### config.mk
export PLATFORM = sky130hd
export DESIGN_NAME = lock_timer
export DESIGN_NICKNAME = d
export VERILOG_FILES = /design/src/rtl/lock_timer.sv
export SDC_FILE = /design/constraint.sdc
export NUM_CORES = 1
export LEC_CHECK = 0
export ABC_AREA = 1
export CORE_MARGIN = 1.5
export CORE_UTILIZATION = 25
export DETAILED_ROUTE_END_ITERATION = 16
export PLACE_DENSITY = 0.53
export SLEW_MARGIN = 0
export SYNTH_ARGS = -nofsm -noshare
export SYNTH_HDL_FRONTEND = slang
export SYNTH_SLANG_ARGS = --single-unit
### constraint.sdc
create_clock -name Clock -period 1.2 [get_ports Clock]
set_input_delay 0.12 -clock Clock [delete_from_list [all_inputs] [get_ports Clock]]
set_output_delay 0.12 -clock Clock [all_outputs]
set_load 0.02 [all_outputs]
### src/rtl/lock_timer.sv
// Loadable saturating down-counter with a registered zero flag.
module lock_timer #(
    parameter int unsigned TW = 6
) (
    input  logic          Clock,
    input  logic          Resetn,
    input  logic          load,
    input  logic [TW-1:0] load_val,
    output logic          zero
);

    logic [TW-1:0] count;
    logic [TW-1:0] count_next_c;

    // Next count: load wins, otherwise decrement until zero.
    always_comb begin
        count_next_c = count;
        if (load) begin
            count_next_c = load_val;
        end else if (count != '0) begin
            count_next_c = count - TW'(1);
        end
    end

    // Count register and zero flag tracking it.
    always_ff @(posedge Clock or negedge Resetn) begin
        if (!Resetn) begin
            count <= '0;
            zero  <= 1'b1;
        end else begin
            count <= count_next_c;
            zero  <= (count_next_c == '0);
        end
    end

endmodule

==> impl_metrics.yaml <==
setup_path:
  crit_type: "flop to flop"
  crit_path_start: "count[1]$_DFF_PN0_"
  crit_path_end_kind: "flop"
  r2r_slack_ps: -70
  reg2reg_to: "zero$_DFF_PN1_"
  worstPathMaxFanout: 4
  arrival_ps: 1460
  crit_required_ps: 1390
  reg2regPathDepth: 8
  cp-endpoint: "zero$_DFF_PN1_"
  critPathLaunchType: "flop"
  r2r_start: "count[1]$_DFF_PN0_"
layout:
  drive_above_1_share: 0.341
  syn_to_final_growth_pct: 49.7
  antenna_cells: 0
  fillers: 191
  layout.nets: 103
  instances_no_fill: 116
  fin_area_um2: 738
grt:
  grt_max_degree: 8
  track_usage: 0.107
  grt_pass1_wl_um: 1640
  overflow: 0
  antenna_found_initial: 0
  grt_pass1_vias: 436
timing:
  maxSlewHeadroom: 0.802
  slew_viol_final: 0
  min_period_over_period: 1.06
  rsz0062_at_grt: "yes"
  hold_ws_ps: 124
  fin_crit_ps: 1270
  setup_ws_ps: -71.1
  hold_viol: 0
  fmax_mhz: 787
  fin_setup_tns_ps: -71.1
  skew_ps: 1.33
  final-setup-viol-count: 1
  worstMarginPinSlew_ps: 296
routing:
  vias: 465
  wl_um: 977
  avgRoutedWirePerCell_um: 8.42
  ant_nets: 0
  drt-vias-per-instance: 4.01
  route.detailed.drc: 0
  firstDrtPassIters: 2
  drt_iter0_markers: 2
power_and_ir_drop:
  power_w: 0.000877
  leakagePower_nw: 0.375
  ir_drop_uv: 340
  power_density_nw_per_um2: 1190
yosys:
  synthMostInstantiatedCell: "nand2_1"
  synthArstFlopShare: 1.00
  yosys_warnings: 0
  synth_top_area_share: 0.305
  synthCells: 70
  netlist_area_um2: 493
  synth_edf_count: 0
  synth_area_leaders: "dfrtp_1 (30%), nand2_1 (15%), inv_1 (11%), nand3_1 (7.1%), dfstp_2 (5.3%)"
  synth.avg_cell_area_um2: 7.04
  syn_nets: 81
  synth_seq_cells: 7
  synth_top_area_cell: "dfrtp_1"
  seq_area_frac_synth: 0.358
  synth_ff_type: "dfrtp_1"
  synth_cell_types: 17
  ys_top_cells_by_count: "nand2_1 (20), inv_1 (14), nand3_1 (7)"
cts:
  cts_max_path_buffers: 2
  hold_buffers: 0
  clkSinkCount: 7
  cts_tree: "yes"
  cts_htree_levels: 1
  cts_made_buffers: 3
  clk_pin_slew_ps: 50
  worst_skew_pair.late_latency_ps: 240
  cts_root_buf: "clkbuf_4"
placement:
  gp_congestion: 0.807
  hpwlAfterDp_um: 838
  place_inst: 112
  placed_area_um2: 699
  io_buffers: 9
floorplan:
  die_w_um: 47.4
  die_h_um: 47.4
  dieArea_um2: 2250
  rows: 15
  start_util: 0.276
  pin_count: 10
  core-area_um2: 1780
status:
  violations: "setup timing"
  status: "complete, but fails checks"
flow_run:
  maxCapViolCount: 0
worst_hold_path:
  min_path_type: "input port to asynchronous set/reset pin"
[area by class of cell]
type                       count  area (µm²)  area share
tap                           25        31.3      0.0424
clock buffer                   4        26.3      0.0356
timing repair buffer          17         145       0.197
multi-input combinational     47         299       0.405
sequential                     7         176       0.239
inverter                      16        60.1      0.0814
[metal layers]
layer | wire [µm] | up-vias | GRT usage
li1 | - | 252 | -
met4 | 10 | 0 | 0.0667
met2 | 490 | 8 | 0.186
met1 | 454 | 203 | 0.123
met3 | 21 | 2 | 0.0115
met5 | 0 | - | 0
[worst min-delay path by stage]
stage | startpoint | cells after the start | slack [ps] | endpoint
after floorplan | Resetn | 0 | -180 | count[0]$_DFF_PN0_
after global placement | Resetn | 1 | 390 | count[4]$_DFF_PN0_
after detailed placement | Resetn | 1 | 390 | count[4]$_DFF_PN0_
after CTS | Resetn | 1 | 130 | count[4]$_DFF_PN0_
after global routing | Resetn | 1 | 120 | count[2]$_DFF_PN0_
final | Resetn | 1 | 120 | count[4]$_DFF_PN0_
[layout by cell type, fill, tap and decap left out, types with 2 or more instances in the layout]
master,count
nor2_4,2
nor2_1,3
clkbuf_4,3
nand2_2,3
nand4_1,2
inv_2,3
nor2_2,5
nand3_1,7
inv_1,13
nand2_1,18
dfrtp_1,6
buf_4,8
clkdlybuf4s50_1,8
ha_4,2
[state kept, by name (all words and copies together) (netlist names)]
register / count
count: 6
zero: 1
[per-stage QoR]
| stage | utilization | worst slack (ps) |
|---|---|---|
| after floorplan | - | 5.56 |
| after global placement | 0.392 | -114 |
| after detailed placement | 0.392 | -155 |
| after CTS | 0.413 | -72.1 |
| after global routing | 0.414 | -147 |
| final | 0.414 | -71.1 |
[power by group]
group | total [W] | internal, W | leakage (nW) | switching [W]
Sequential | 0.000307 | 0.000272 | 0.0822 | 0.0000353
Clock | 0.000205 | 0.000126 | 0.0150 | 0.0000785
Combinational | 0.000365 | 0.000171 | 0.278 | 0.000194
[worst max-delay path: stages, from the launching register on]
cell and delay, ps:
dfrtp_1 400, inv_2 100, ha_4 150, nand3_4 100
nand2_4 100, inv_2 40, a21boi_2 140, nand2_1 90
nor2_2 110
[cell families after synthesis]
kind of cell	after synthesis	share of synthesized area
compound gates	3	0.0431
fa+ha+maj	2	0.0508
flops	7	0.358
buf+inv	16	0.122
simple gates	42	0.426
[what timing repair did]
action                     4_1_cts  5_1_grt
gates resized for setup          5        4
pin swaps                        6        2
setup buffers                    0        0
setup endpoints to repair        4        8
(Power assumes the default switching activity.)
